### config.mk
export PLATFORM = sky130hd
export DESIGN_NAME = ray_gen_scheduler
export DESIGN_NICKNAME = d
export VERILOG_FILES = /design/src/rtl/ray_gen_scheduler.sv
export SDC_FILE = /design/constraint.sdc
export NUM_CORES = 1
export LEC_CHECK = 0
export ABC_AREA = 1
export ABC_CLOCK_PERIOD_IN_PS = 11870
export BUFFER_PORTS_ARGS = -buffer_cell sky130_fd_sc_hd__buf_2
export CORE_AREA = 4 4 195 197
export DETAILED_ROUTE_END_ITERATION = 7
export DIE_AREA = 0 0 199 201
export PLACE_DENSITY = 0.71
export SLEW_MARGIN = 10
export SYNTH_ARGS = -nofsm -noshare
export SYNTH_HDL_FRONTEND = slang
export SYNTH_SLANG_ARGS = --single-unit
### constraint.sdc
create_clock -name clk -period 11.87 [get_ports clk]
set_input_delay 1.187 -clock clk [delete_from_list [all_inputs] [get_ports clk]]
set_output_delay 1.187 -clock clk [all_outputs]
set_load 0.01 [all_outputs]
### src/rtl/ray_gen_scheduler.sv
// Per-frame camera-ray generator and single-outstanding-ray dispatcher to the ray marcher.
// Define RAYGEN_NORMALIZE_EN to normalise ray directions with Newton-Raphson inverse sqrt.
package vector_pkg;
    typedef logic signed [31:0] fp;
    typedef struct packed {
        fp x;
        fp y;
        fp z;
    } vec3;

    // Q8.24 multiply: signed 64-bit product, arithmetic shift right 24, truncate.
    function automatic fp fmul(input fp a, input fp b);
        return 32'((64'(a) * 64'(b)) >>> 24);
    endfunction
endpackage

module ray_gen_scheduler
    import vector_pkg::*;
#(
    parameter int unsigned IMG_W    = 320,
    parameter int unsigned IMG_H    = 240,
    parameter logic [31:0] PIX_STEP = 32'h00022222,
    parameter logic [31:0] FOCAL    = 32'h01000000,
    parameter int unsigned NR_ITERS = 4
) (
    input  logic                       clk,
    input  logic                       rst,
    input  logic                       start,
    input  vec3                        cam_origin,
    output logic                       march_valid_in,
    output vec3                        ray_origin,
    output vec3                        ray_dir,
    input  logic                       march_valid_out,
    input  logic                       march_hit,
    input  vec3                        march_point,
    output logic                       pix_valid,
    input  logic                       pix_ready,
    output logic [$clog2(IMG_W)-1:0]   pix_x,
    output logic [$clog2(IMG_H)-1:0]   pix_y,
    output logic                       pix_hit,
    output vec3                        pix_point,
    output logic                       pix_last,
    output logic                       busy,
    output logic                       frame_done
);
    localparam int unsigned XW = $clog2(IMG_W);
    localparam int unsigned YW = $clog2(IMG_H);
    localparam fp F_FP = $signed(FOCAL);

    if (NR_ITERS < 1 || NR_ITERS > 8) begin : g_bad_iters
        $error("NR_ITERS must be in 1..8");
    end

    typedef enum logic [2:0] {
        S_IDLE, S_SETUP, S_NORM, S_ISSUE, S_WAIT, S_EMIT, S_DONE
    } state_t;

    state_t          r_state, w_next;
    logic [XW-1:0]   r_x, w_x, r_pix_x, w_pix_x;
    logic [YW-1:0]   r_y, w_y, r_pix_y, w_pix_y;
    vec3             r_ray_origin, w_ray_origin;
    vec3             r_ray_dir, w_ray_dir;
    vec3             r_pix_point, w_pix_point;
    logic            r_march_valid_in, w_march_valid_in;
    logic            r_pix_valid, w_pix_valid;
    logic            r_pix_hit, w_pix_hit;
    logic            r_pix_last, w_pix_last;
    logic            r_busy, w_busy;
    logic            r_frame_done, w_frame_done;
    logic            w_is_last;
    fp               w_xoff, w_yoff, w_pix_u, w_pix_v;

`ifdef RAYGEN_NORMALIZE_EN
    localparam int unsigned IT_W = 4;
    localparam fp TWO        = 32'sh02000000;
    localparam fp ONE        = 32'sh01000000;
    localparam fp SEED_LO    = 32'sh00A00000;
    localparam fp HALF       = 32'sh00800000;
    localparam fp THREE_HALF = 32'sh01800000;

    fp               r_u, w_u, r_v, w_v, r_s, w_s, r_r, w_r;
    logic [IT_W-1:0] r_iter, w_iter;
    fp               w_s_calc, w_r2, w_sr2, w_t, w_r_nr;

    // One Newton-Raphson inverse-sqrt step per NORM cycle.
    always_comb begin
        w_s_calc = fmul(w_pix_u, w_pix_u) + fmul(w_pix_v, w_pix_v) + fmul(F_FP, F_FP);
        w_r2     = fmul(r_r, r_r);
        w_sr2    = fmul(r_s, w_r2);
        w_t      = THREE_HALF - fmul(HALF, w_sr2);
        w_r_nr   = fmul(r_r, w_t);
    end
`endif

    // Screen-space offsets of the current pixel, integer offset times Q8.24 step.
    always_comb begin
        w_xoff    = $signed(32'(r_x)) - $signed(32'(IMG_W / 2));
        w_yoff    = $signed(32'(IMG_H / 2)) - $signed(32'(r_y));
        w_pix_u   = 32'(64'(w_xoff) * 64'($signed(PIX_STEP)));
        w_pix_v   = 32'(64'(w_yoff) * 64'($signed(PIX_STEP)));
        w_is_last = (r_x == XW'(IMG_W - 1)) && (r_y == YW'(IMG_H - 1));
    end

    always_comb begin
        w_next       = r_state;
        w_x          = r_x;
        w_y          = r_y;
        w_ray_origin = r_ray_origin;
        w_ray_dir    = r_ray_dir;
        w_pix_x      = r_pix_x;
        w_pix_y      = r_pix_y;
        w_pix_hit    = r_pix_hit;
        w_pix_point  = r_pix_point;
        w_pix_last   = r_pix_last;
`ifdef RAYGEN_NORMALIZE_EN
        w_u          = r_u;
        w_v          = r_v;
        w_s          = r_s;
        w_r          = r_r;
        w_iter       = r_iter;
`endif
        case (r_state)
            S_IDLE: begin
                if (start) begin
                    w_ray_origin = cam_origin;
                    w_x          = '0;
                    w_y          = '0;
                    w_next       = S_SETUP;
                end
            end
            S_SETUP: begin
`ifdef RAYGEN_NORMALIZE_EN
                w_u    = w_pix_u;
                w_v    = w_pix_v;
                w_s    = w_s_calc;
                w_r    = (w_s_calc < TWO) ? ONE : SEED_LO;
                w_iter = '0;
                w_next = S_NORM;
`else
                w_ray_dir = '{x: w_pix_u, y: w_pix_v, z: F_FP};
                w_next    = S_ISSUE;
`endif
            end
`ifdef RAYGEN_NORMALIZE_EN
            S_NORM: begin
                w_r    = w_r_nr;
                w_iter = r_iter + IT_W'(1);
                if (r_iter == IT_W'(NR_ITERS - 1)) begin
                    w_ray_dir = '{x: fmul(r_u, w_r_nr), y: fmul(r_v, w_r_nr), z: fmul(F_FP, w_r_nr)};
                    w_next    = S_ISSUE;
                end
            end
`endif
            S_ISSUE: w_next = S_WAIT;
            S_WAIT: begin
                if (march_valid_out) begin
                    w_pix_hit   = march_hit;
                    w_pix_point = march_point;
                    w_pix_x     = r_x;
                    w_pix_y     = r_y;
                    w_pix_last  = w_is_last;
                    w_next      = S_EMIT;
                end
            end
            S_EMIT: begin
                if (pix_ready) begin
                    if (w_is_last) begin
                        w_next = S_DONE;
                    end else begin
                        if (r_x == XW'(IMG_W - 1)) begin
                            w_x = '0;
                            w_y = r_y + YW'(1);
                        end else begin
                            w_x = r_x + XW'(1);
                        end
                        w_next = S_SETUP;
                    end
                end
            end
            S_DONE:  w_next = S_IDLE;
            default: w_next = S_IDLE;
        endcase
        // Status outputs are registered copies of the next state.
        w_march_valid_in = (w_next == S_ISSUE);
        w_pix_valid      = (w_next == S_EMIT);
        w_busy           = (w_next != S_IDLE);
        w_frame_done     = (w_next == S_DONE);
    end

    always_ff @(posedge clk) begin
        if (!rst) begin
            r_state          <= S_IDLE;
            r_x              <= '0;
            r_y              <= '0;
            r_ray_origin     <= '0;
            r_ray_dir        <= '0;
            r_pix_x          <= '0;
            r_pix_y          <= '0;
            r_pix_hit        <= 1'b0;
            r_pix_point      <= '0;
            r_pix_last       <= 1'b0;
            r_march_valid_in <= 1'b0;
            r_pix_valid      <= 1'b0;
            r_busy           <= 1'b0;
            r_frame_done     <= 1'b0;
`ifdef RAYGEN_NORMALIZE_EN
            r_u              <= '0;
            r_v              <= '0;
            r_s              <= '0;
            r_r              <= '0;
            r_iter           <= '0;
`endif
        end else begin
            r_state          <= w_next;
            r_x              <= w_x;
            r_y              <= w_y;
            r_ray_origin     <= w_ray_origin;
            r_ray_dir        <= w_ray_dir;
            r_pix_x          <= w_pix_x;
            r_pix_y          <= w_pix_y;
            r_pix_hit        <= w_pix_hit;
            r_pix_point      <= w_pix_point;
            r_pix_last       <= w_pix_last;
            r_march_valid_in <= w_march_valid_in;
            r_pix_valid      <= w_pix_valid;
            r_busy           <= w_busy;
            r_frame_done     <= w_frame_done;
`ifdef RAYGEN_NORMALIZE_EN
            r_u              <= w_u;
            r_v              <= w_v;
            r_s              <= w_s;
            r_r              <= w_r;
            r_iter           <= w_iter;
`endif
        end
    end

    assign march_valid_in = r_march_valid_in;
    assign ray_origin     = r_ray_origin;
    assign ray_dir        = r_ray_dir;
    assign pix_valid      = r_pix_valid;
    assign pix_x          = r_pix_x;
    assign pix_y          = r_pix_y;
    assign pix_hit        = r_pix_hit;
    assign pix_point      = r_pix_point;
    assign pix_last       = r_pix_last;
    assign busy           = r_busy;
    assign frame_done     = r_frame_done;
endmodule

==> results.py, run 1 <==
metrics = {
    "layout": {
        "layout.nets": 2639,
        "drive_above_1_share_pct": 24.0,
        "final_util_pct": 49.4,
        "finalInstanceArea_um2": 17900,
        "area_delta_synth_final_pct": 25.8,
        "instances_no_fill": 2823,
    },
    "clock_tree": {
        "cts_num_sinks": 291,
        "postCtsSetupRepairBufs": 0,
        "cts-root-buf": "clkbuf_16",
        "clk_pin_slew_ns": 0.06,
        "cts_resized": 0,
        "htree_levels": 2,
        "cts-hold-fix-buffers": 0,
        "cts_tree": "yes",
        "clockBufferDepth": 3,
        "clock_latency_ns": 0.54,
        "numCtsBuffers": 35,
    },
    "pwr": {
        "ir_drop_uv": 108,
        "combPwrFrac_pct": 20.1,
        "pwr-share-seq_pct": 39.6,
        "p_clk_share_pct": 40.3,
        "p_switching_mw": 0.824,
        "p_leak_nw": 8.93,
        "internal-power_mw": 1.92,
        "power_density_nw_per_um2": 153,
        "p_sw_share_pct": 30.0,
    },
    "floorplanning": {
        "fp-row-count": 70,
        "start_util_pct": 39.3,
        "die_w_um": 199,
        "dieArea_um2": 40000,
        "io_pins": 509,
        "die_h_um": 201,
        "core_um2": 36300,
    },
    "timing": {
        "finalHoldViolations": 0,
        "fin_skew_ns": 0.0192,
        "tightest_slew_ns": 1.04,
        "final.setup.tns_ns": 0,
        "clock.fmax_ghz": 0.203,
        "rsz0062_at_grt": "false",
        "min_period_ns": 4.94,
        "slew_viol_final": 0,
        "max-slew-margin-rel_pct": 31.0,
        "setup_viol": 0,
        "fin_crit_sh_pct": 41.6,
        "setup_ws_ns": 6.93,
    },
    "critical_path": {
        "critPathKind": "register to register",
        "start_kind": "register",
        "endpoint": "ray_dir[80]",
        "path_cells": "inv_1, ha_1, or2_2, nand2_1, inv_1, ha_1, fa_1, fa_1, ha_1, ha_1, nand2_1, nor2_1, nor3b_1, a21oi_1, or2_2, nand3_1, nand2_1, inv_1",
        "reg2reg_depth": 18,
        "critPathMaxStageDelay_ns": 0.56,
        "cp-end-kind": "register",
        "slowest_stage": "fa_1",
        "critical_path.max_fanout": 9,
        "cp.depth": 18,
        "r2r_slack_ns": 6.93,
        "rr_startpoint": "r_x[5]",
        "cp_data_required_time_ns": 12.35,
        "cp_top_family": "adder cells",
        "worstSetupStartpoint": "r_x[5]",
        "arrival_ns": 5.41,
        "crit_buf_inv": 3,
        "r2r_end": "ray_dir[80]",
        "cp_common_cell": "ha_1",
    },
    "synthesis": {
        "synth.distinct_cells": 40,
        "synth_edf_count": 0,
        "yosysTopAreaCell": "dfxtp_1",
        "synth_ff_type": "dfxtp_1",
        "syn_area_um2": 14200,
        "ys_seq_area_share_pct": 40.9,
        "synth_top_area_share_pct": 40.9,
        "ys_warn_count": 0,
        "synthCells": 1910,
        "ys_ff_latch": 291,
        "synthTopCellsByArea": "dfxtp_1 (41%), nand2_1 (11%), ha_1 (9.0%)",
        "yosysMostFrequentCell": "nand2_1",
        "avgSynthCellArea_um2": 7.46,
        "synthTopCellsByCount": "nand2_1 (428), dfxtp_1 (291), nor2_1 (256)",
        "postSynth.asyncResetShare_pct": 0,
    },
    "global_route": {
        "grt_pass1_vias": 13100,
        "grt_util_all_layers_pct": 23.1,
        "grt-ovfl-total": 0,
        "antenna_found_initial": 7,
        "grt_max_degree": 106,
        "grt_pass1_wl_um": 73300,
    },
    "placed_design": {
        "dpl.cell_count": 2754,
        "dp_hpwl_um": 37300,
        "port_buffers": 475,
        "post-place-ws_ns": 7.02,
        "gp_congestion": 0.894,
        "placedInstanceArea_um2": 16700,
    },
    "detailed_routing": {
        "viasPerCell": 4.94,
        "drtIter0Drc": 867,
        "post_drt_wl_per_cell_um": 17.4,
        "dr.pass1.iters": 5,
        "drc_errors": 0,
        "num_vias": 13900,
        "postRouteAntennaNets": 0,
        "wirelength_um": 49100,
    },
    "hold_path": {
        "min_path_type": "register to register",
    },
    "status": {
        "status": "finished clean",
    },
    "run": {
        "maxCapViolations": 0,
    },
}
-- per-stage QoR --
stage / power [mW] / hold slack [ns]
final: 2.74 / 0.461
after detailed placement: 1.66 / 0.452
after global routing: 2.89 / 0.478
after CTS: 2.78 / 0.461
after global placement: 1.65 / 0.441
after floorplan: 1.45 / 0.477
-- sequential cells by signal (all words and copies together), names as in the netlist --
name            cells
pix_x               9
busy                1
pix_point          96
ray_origin         96
pix_y               8
frame_done          1
r_state             3
r_y                 8
pix_hit             1
pix_last            1
ray_dir            56
r_x                 9
march_valid_in      1
pix_valid           1
-- worst min-delay path by stage --
stage | end | from | slack [ns] | cells after the start
after floorplan | r_y[7] | r_y[7] | 0.48 | 2
after global placement | ray_dir[24] | ray_dir[24] | 0.44 | 1
after detailed placement | ray_dir[24] | ray_dir[24] | 0.45 | 1
after CTS | pix_hit | pix_hit | 0.46 | 2
after global routing | pix_point[6] | pix_point[6] | 0.48 | 2
final | pix_point[49] | pix_point[49] | 0.46 | 2
-- logic make-up (layout without fill, tap and decap cells) --
group | after synthesis | after routing | synth area share (%)
flops | 291 | 291 | 40.9
compound gates | 369 | 369 | 13.7
xor+xnor | 33 | 33 | 2.03
fa+ha+maj | 118 | 118 | 11.2
buf+inv | 287 | 694 | 8.87
simple gates | 811 | 811 | 23.2
other cells | 1 | 39 | 0.0263
-- metal layers --
| metal | global-route usage [%] | part of all wire, % | wire length, um | vias up |
|---|---|---|---|---|
| met5 | 0 | 0.026 | 13 | - |
| met4 | 7.65 | 2.7 | 1300 | 2 |
| met3 | 8.27 | 9.4 | 4630 | 76 |
| met2 | 38.4 | 48 | 23400 | 476 |
| met1 | 27.7 | 40 | 19800 | 6466 |
| li1 | - | - | - | 6914 |
-- final cells by class --
type                    instances  area (um^2)
diodes                          6         15.0
clock buffers                  54         1090
clock inverters                 9          111
fillers                      3659        18300
inverters                     149          564
multi-input cells            1364         7290
flip-flops and latches        291         5830
well taps                     468          586
repair buffers                482         2430
-- power groups by stage --
| stage | registers [mW] | clock network (mW) | logic (mW) |
|---|---|---|---|
| finish | 1.09 | 1.11 | 0.552 |
| global placement | 1.11 | 0 | 0.543 |
| floorplan | 1.13 | 0 | 0.324 |
| detailed placement | 1.11 | 0 | 0.549 |
| global route | 1.09 | 1.18 | 0.622 |
| CTS | 1.09 | 1.14 | 0.553 |
-- placed cells by master, fill, tap and decap left out, types with 10 or more instances in the layout --
cell         n
nand3_1     81
a21oi_1    175
clkbuf_16   37
o21bai_1    16
dfxtp_1    291
ha_1       102
o21a_1      17
clkbuf_8    10
conb_1      33
inv_1      140
xor2_1      28
buf_2      474
fa_1        16
nand2_1    428
nor3_1      14
nor2_1     256
o21ai_0    150
-- worst register-to-register path, cell delays in order (launching register included) --
cell	delay (ns)
dfxtp_1	0.55
inv_1	0.18
ha_1	0.25
or2_2	0.30
nand2_1	0.25
inv_1	0.16
ha_1	0.34
fa_1	0.56
fa_1	0.46
ha_1	0.32
ha_1	0.36
nand2_1	0.11
nor2_1	0.16
nor3b_1	0.29
a21oi_1	0.12
or2_2	0.29
nand3_1	0.07
nand2_1	0.06
inv_1	0.04
Note: power is estimated with default switching activity, not from simulation.
==> run 2, diff against run 1 <==
--- a/config.mk
+++ b/config.mk
@@ -5,12 +5,12 @@
 export SDC_FILE = /design/constraint.sdc
 export NUM_CORES = 1
 export LEC_CHECK = 0
-export ABC_AREA = 1
-export ABC_CLOCK_PERIOD_IN_PS = 11870
+export ABC_AREA = 0
+export ABC_CLOCK_PERIOD_IN_PS = 4300
 export BUFFER_PORTS_ARGS = -buffer_cell sky130_fd_sc_hd__buf_2
-export CORE_AREA = 4 4 195 197
+export CORE_AREA = 4 4 196 198
 export DETAILED_ROUTE_END_ITERATION = 7
-export DIE_AREA = 0 0 199 201
+export DIE_AREA = 0 0 200 202
 export PLACE_DENSITY = 0.71
 export SLEW_MARGIN = 10
 export SYNTH_ARGS = -nofsm -noshare
==> constraint.sdc (replaced) <==
create_clock -name clk -period 4.3 [get_ports clk]
set_input_delay 0.43 -clock clk [delete_from_list [all_inputs] [get_ports clk]]
set_output_delay 0.43 -clock clk [all_outputs]
set_load 0.01 [all_outputs]
==> run 2 against run 1 <==
Compared with the run above: clock-buffer cell count is 1 lower; area after synthesis decreased by 3.8%; critical path depth down 2; via count decreased by 5.7%; cell count fell by 6.8%; hold slack got worse by 0.32 ns; fmax rose by 18%; die area increased by 1.0%; wire length is 12% lower; largest power group is now registers; highest routed layer unchanged.
==> results.py, run 2 <==
metrics = {
    "synthesis": {
        "synth.distinct_cells": 71,
        "synthTopCellsByArea": "dfxtp_1 (43%), nand2_1 (14%), a21oi_1 (9.8%)",
        "yosysTopAreaCell": "dfxtp_1",
        "avgSynthCellArea_um2": 8.12,
        "synth_top_area_share_pct": 42.5,
        "synthTopCellsByCount": "nand2_1 (503), dfxtp_1 (291), a21oi_1 (269)",
        "synth_edf_count": 0,
        "synthCells": 1688,
        "ys_seq_area_share_pct": 42.5,
        "ys_warn_count": 0,
        "syn_area_um2": 13700,
        "ys_ff_latch": 291,
        "synth_ff_type": "dfxtp_1",
        "postSynth.asyncResetShare_pct": 0,
        "yosysMostFrequentCell": "nand2_1",
    },
    "detailed_routing": {
        "num_vias": 13100,
        "dr.pass1.iters": 5,
        "dr_wl_met2_um": 20600,
        "met1_length_um": 17800,
        "viasPerCell": 4.99,
        "drtIter0Drc": 599,
        "dr_wl_met3_um": 3720,
        "wirelength_um": 43400,
        "drc_errors": 0,
        "post_drt_wl_per_cell_um": 16.5,
        "postRouteAntennaNets": 0,
        "routed.top_layer": "met5",
    },
    "pwr": {
        "power_density_nw_per_um2": 375,
        "total_power_mw": 6.68,
        "ir_drop_uv": 266,
        "p_leak_nw": 8.14,
    },
    "floorplanning": {
        "die_h_um": 202,
        "fp-row-count": 70,
        "dieArea_um2": 40400,
        "core_um2": 36500,
        "start_util_pct": 37.5,
        "die_w_um": 200,
        "io_pins": 509,
    },
    "timing": {
        "min_period_ns": 4.17,
        "max-slew-margin-rel_pct": 19.5,
        "fin_crit_sh_pct": 97.0,
        "setup_ws_ns": 0.128,
        "setup_viol": 0,
        "fin_skew_ns": 0.0125,
        "finalHoldViolations": 0,
        "final.setup.tns_ns": 0,
        "tightest_slew_ns": 1.21,
        "clock.fmax_ghz": 0.240,
        "slew_viol_final": 0,
    },
    "clock_tree": {
        "numCtsBuffers": 34,
        "cts-root-buf": "clkbuf_16",
        "cts-hold-fix-buffers": 0,
        "clk_pin_slew_ns": 0.06,
        "htree_levels": 2,
        "cts_num_sinks": 291,
        "clockBufferDepth": 3,
        "clock_latency_ns": 0.52,
        "cts_tree": "yes",
    },
    "critical_path": {
        "cp-end-kind": "register",
        "critPathKind": "register to register",
        "cp_data_required_time_ns": 4.71,
        "critical_path.max_fanout": 6,
        "start_kind": "register",
        "arrival_ns": 4.58,
        "reg2reg_depth": 16,
    },
    "global_route": {
        "grt_util_all_layers_pct": 20.0,
        "grt_pass1_vias": 12600,
        "grt_pass1_wl_um": 66300,
        "grt_max_degree": 110,
        "antenna_found_initial": 8,
        "grt-ovfl-total": 0,
    },
    "layout": {
        "final_common_cell": "nand2_1",
        "regArea_um2": 5830,
        "layout.nets": 2453,
        "drive_above_1_share_pct": 29.3,
        "multi_input_area_um2": 7340,
        "fill_cells": 3545,
        "layout_common_cells": "nand2_1 (503), buf_2 (475), dfxtp_1 (290), a21oi_1 (267), ha_1 (95)",
        "final_util_pct": 48.7,
        "finalInstanceArea_um2": 17800,
        "area_delta_synth_final_pct": 29.9,
    },
    "placed_design": {
        "dp_hpwl_um": 31900,
        "gp_congestion": 0.875,
        "port_buffers": 475,
        "placedInstanceArea_um2": 16500,
        "post-place-ws_ns": -0.00424,
    },
    "hold_path": {
        "min_path_cells": 3,
        "min_path_type": "input pin to register",
    },
    "run": {
        "maxCapViolations": 0,
    },
    "status": {
        "status": "finished clean",
    },
}
[run 2: path summary, 6_finish.rpt]
check | slack, ns | end | from
hold / removal | 0.14 | ray_origin[44] | cam_origin[44]
setup / recovery | 0.13 | ray_dir[62] | r_y[5]
hold reg to reg | 0.44 | ray_dir[55] | ray_dir[55]
setup reg to reg | 0.13 | ray_dir[62] | r_y[5]
[run 2: metal layers]
layer | GRT usage, % | up-vias
met3 | 5.75 | 87
met4 | 6.74 | 8
met2 | 33.3 | 459
met5 | 0 | -
met1 | 24.7 | 6084
li1 | - | 6498
[run 2: cells by family (layout without fill, tap and decap cells)]
kind of cell,after synthesis,count (layout),synth area share (%)
AO/OA/AOI/OAI,383,383,15.8
buffers and inverters,185,624,6.46
XOR/XNOR,48,48,3.18
flip-flops,291,291,42.5
adder cells (fa/ha/maj),118,118,11.7
AND/OR/NAND/NOR,656,656,19.9
multiplexers,6,6,0.438
other,1,37,0.0274
[run 2: repair_timing]
item,CTS,global route
pin swaps,0,11
gates resized for setup,2,35
setup buffers,0,1
setup endpoints to repair,4,21
[run 2: final cells by class]
| type | count | area share [%] |
|---|---|---|
| inverters | 43 | 0.956 |
| diodes | 4 | 0.0563 |
| clock buffers | 53 | 5.86 |
| repair buffers | 523 | 15.4 |
| clock inverters | 5 | 0.457 |
| flip-flops and latches | 291 | 32.7 |
| multi-input cells | 1244 | 41.2 |
| well taps | 468 | 3.29 |
[run 2: metrics by stage]
stage	cells	hold slack, ns
finish	2631	0.143
global route	2631	0.134
CTS	2626	0.109
detailed placement	2568	0.440
global placement	2568	0.429
floorplan	1720	0.463
[run 2: where the power goes]
part           internal, mW  leakage, nW  total [mW]  switching (mW)
logic                 0.309         5.23       0.842           0.533
registers              2.84         2.37        2.93          0.0866
clock network          1.78        0.550        2.91            1.13
total                  4.93         8.14        6.68            1.75
[run 2: worst max-delay path, stage by stage (launching register included)]
cell,delay (ns)
dfxtp_1,0.32
and3_2,0.19
nand2_1,0.09
nor2_2,0.14
xor2_2,0.25
ha_1,0.30
fa_2,0.38
fa_1,0.38
ha_1,0.20
ha_1,0.19
ha_1,0.29
and2_4,0.19
nand3_2,0.09
or4_4,0.54
o211ai_2,0.10
nand4_1,0.12
a32o_1,0.27
==> run 3, diff against run 2 <==
--- a/config.mk
+++ b/config.mk
@@ -6,12 +6,12 @@
 export NUM_CORES = 1
 export LEC_CHECK = 0
 export ABC_AREA = 0
-export ABC_CLOCK_PERIOD_IN_PS = 4300
+export ABC_CLOCK_PERIOD_IN_PS = 4700
 export BUFFER_PORTS_ARGS = -buffer_cell sky130_fd_sc_hd__buf_2
-export CORE_AREA = 4 4 196 198
+export CORE_AREA = 4 4 197 199
 export DETAILED_ROUTE_END_ITERATION = 7
-export DIE_AREA = 0 0 200 202
-export PLACE_DENSITY = 0.71
+export DIE_AREA = 0 0 201 203
+export PLACE_DENSITY = 0.68
 export SLEW_MARGIN = 10
 export SYNTH_ARGS = -nofsm -noshare
 export SYNTH_HDL_FRONTEND = slang
==> constraint.sdc (replaced) <==
create_clock -name clk -period 4.7 [get_ports clk]
set_input_delay 0.47 -clock clk [delete_from_list [all_inputs] [get_ports clk]]
set_output_delay 0.47 -clock clk [all_outputs]
set_load 0.01 [all_outputs]
==> run 3 against run 2 <==
Compared with the run above: setup slack gained 0.0034 ns; hold slack gained 0.034 ns; combinational power shrank 9.3%; sequential power shrank 8.5%; non-clock buffer count shrank 20; register-to-register slack is essentially flat; utilization shrank 1.4 points; via count grew 0.43%; clock power shrank 2%.
==> results.py, run 3 (synthesis gave the netlist of run 2 again) <==
metrics = {
    "timing": {
        "min_period_ns": 4.57,
        "fin_crit_sh_pct": 97.2,
        "slew_viol_final": 0,
        "finalHoldViolations": 0,
        "clock.fmax_ghz": 0.219,
        "fin_skew_ns": 0.0195,
        "max-slew-margin-rel_pct": 22.5,
        "tightest_slew_ns": 1.16,
        "setup_viol": 0,
    },
    "critical_path": {
        "cp_data_required_time_ns": 5.10,
        "critical_path.max_fanout": 5,
        "worstSetupStartpoint": "r_y[5]",
        "r2r_end": "ray_dir[50]",
        "endpoint": "ray_dir[50]",
        "critPathKind": "register to register",
        "start_kind": "register",
        "r2r_slack_ns": 0.13,
        "cp-end-kind": "register",
        "arrival_ns": 4.97,
        "reg2reg_depth": 16,
        "rr_startpoint": "r_y[5]",
    },
    "hold_path": {
        "min_path_type": "input pin to register",
    },
    "status": {
        "status": "finished clean",
    },
    "layout": {
        "final_common_cell": "nand2_1",
        "instances_no_fill": 2622,
        "drive_above_1_share_pct": 27.7,
        "layout_common_cells": "nand2_1 (503), buf_2 (475), dfxtp_1 (290), a21oi_1 (268), ha_1 (99)",
        "final_util_pct": 47.3,
        "area_delta_synth_final_pct": 28.4,
        "fill_cells": 3662,
        "layout.nets": 2433,
    },
    "global_route": {
        "antenna_found_initial": 13,
        "grt-ovfl-total": 0,
        "grt_util_all_layers_pct": 20.4,
        "grt_max_degree": 122,
        "grt_pass1_wl_um": 68800,
        "grt_pass1_vias": 12800,
    },
    "clock_tree": {
        "cts_num_sinks": 291,
        "cts-hold-fix-buffers": 0,
        "clock_latency_ns": 0.53,
        "cts_resized": 0,
        "numCtsBuffers": 34,
        "clk_pin_slew_ns": 0.06,
        "cts_tree": "yes",
        "postCtsSetupRepairBufs": 0,
        "htree_levels": 2,
        "clockBufferDepth": 3,
        "cts-root-buf": "clkbuf_16",
    },
    "floorplanning": {
        "fp-row-count": 71,
        "start_util_pct": 36.8,
        "dieArea_um2": 40800,
        "die_w_um": 201,
        "die_h_um": 203,
        "core_um2": 37200,
        "io_pins": 509,
    },
    "detailed_routing": {
        "postRouteAntennaNets": 0,
        "wirelength_um": 44200,
        "viasPerCell": 5.03,
        "dr.pass1.iters": 5,
        "num_vias": 13200,
        "post_drt_wl_per_cell_um": 16.9,
        "drtIter0Drc": 856,
        "drc_errors": 0,
    },
    "placed_design": {
        "dpl.cell_count": 2555,
        "gp_congestion": 0.901,
        "port_buffers": 475,
        "dp_hpwl_um": 32400,
    },
    "pwr": {
        "p_leak_nw": 8.07,
        "power_density_nw_per_um2": 358,
        "ir_drop_uv": 287,
    },
    "run": {
        "maxCapViolations": 0,
    },
}
[run 3: cell count changes in the layout (fill, tap and decap cells not counted), moves of 5 or more]
| cell | change |
|---|---|
| clkbuf_1 | -5 |
| diode_2 | +6 |
| ha_4 | -5 |
| buf_4 | -20 |
[run 3: final cells by class]
class	count	area, um^2	area share, %
Antenna cell	10	25.0	0.142
Clock buffer	49	1040	5.90
Clock inverter	8	175	0.996
Inverter	43	169	0.960
Multi-Input combinational cell	1244	7180	40.8
Sequential cell	291	5830	33.1
Tap cell	474	593	3.37
Timing Repair Buffer	503	2590	14.7
[run 3: critical path: stages (launching register included)]
cell	delay (ns)
dfxtp_1	0.42
and3_2	0.26
nand2_1	0.09
nor2_1	0.23
xor2_2	0.24
ha_1	0.29
fa_1	0.44
fa_1	0.49
ha_1	0.39
ha_1	0.35
and3_1	0.18
a21oi_1	0.19
buf_4	0.16
a31oi_1	0.08
o2bb2ai_1	0.21
a2111oi_0	0.13
a311o_1	0.30
[run 3: how the worst min path moves through the flow]
stage                    start       endpoint  slack (ns)  depth (start not counted)
2_1_floorplan      ray_dir[55]    ray_dir[55]        0.46                          2
3_3_place_gp       ray_dir[55]    ray_dir[55]        0.43                          2
3_5_place_dp       ray_dir[55]    ray_dir[55]        0.44                          2
4_1_cts         march_point[3]   pix_point[3]        0.14                          3
5_1_grt         march_point[2]   pix_point[2]        0.16                          3
6_report       march_point[27]  pix_point[27]        0.18                          3
[run 3: per-layer routing]
layer | vias to the layer above | part of all wire [%] | track usage, % | wire [um]
met5 | - | 0.13 | 0 | 56
met1 | 6125 | 42 | 25.8 | 18500
li1 | 6471 | - | - | -
met3 | 94 | 7.9 | 5.94 | 3500
met2 | 494 | 47 | 33.3 | 20700
met4 | 8 | 3.2 | 7.69 | 1430
[run 3: where the power goes]
group | internal [mW] | switching (mW)
clock network | 1.80 | 1.05
logic | 0.279 | 0.485
registers | 2.60 | 0.0801
total | 4.68 | 1.61
[run 3: metrics by stage]
stage	setup WS, ns	power (mW)	cell area, um^2	hold slack (ns)	setup TNS [ns]
floorplan	0.00528	3.17	13800	0.463	0
global placement	0.213	3.48	16300	0.432	0
detailed placement	0.109	3.50	16300	0.441	0
CTS	0.0556	6.37	17500	0.139	0
global route	-0.0532	6.57	17600	0.155	-0.169
finish	0.132	6.29	17600	0.177	0
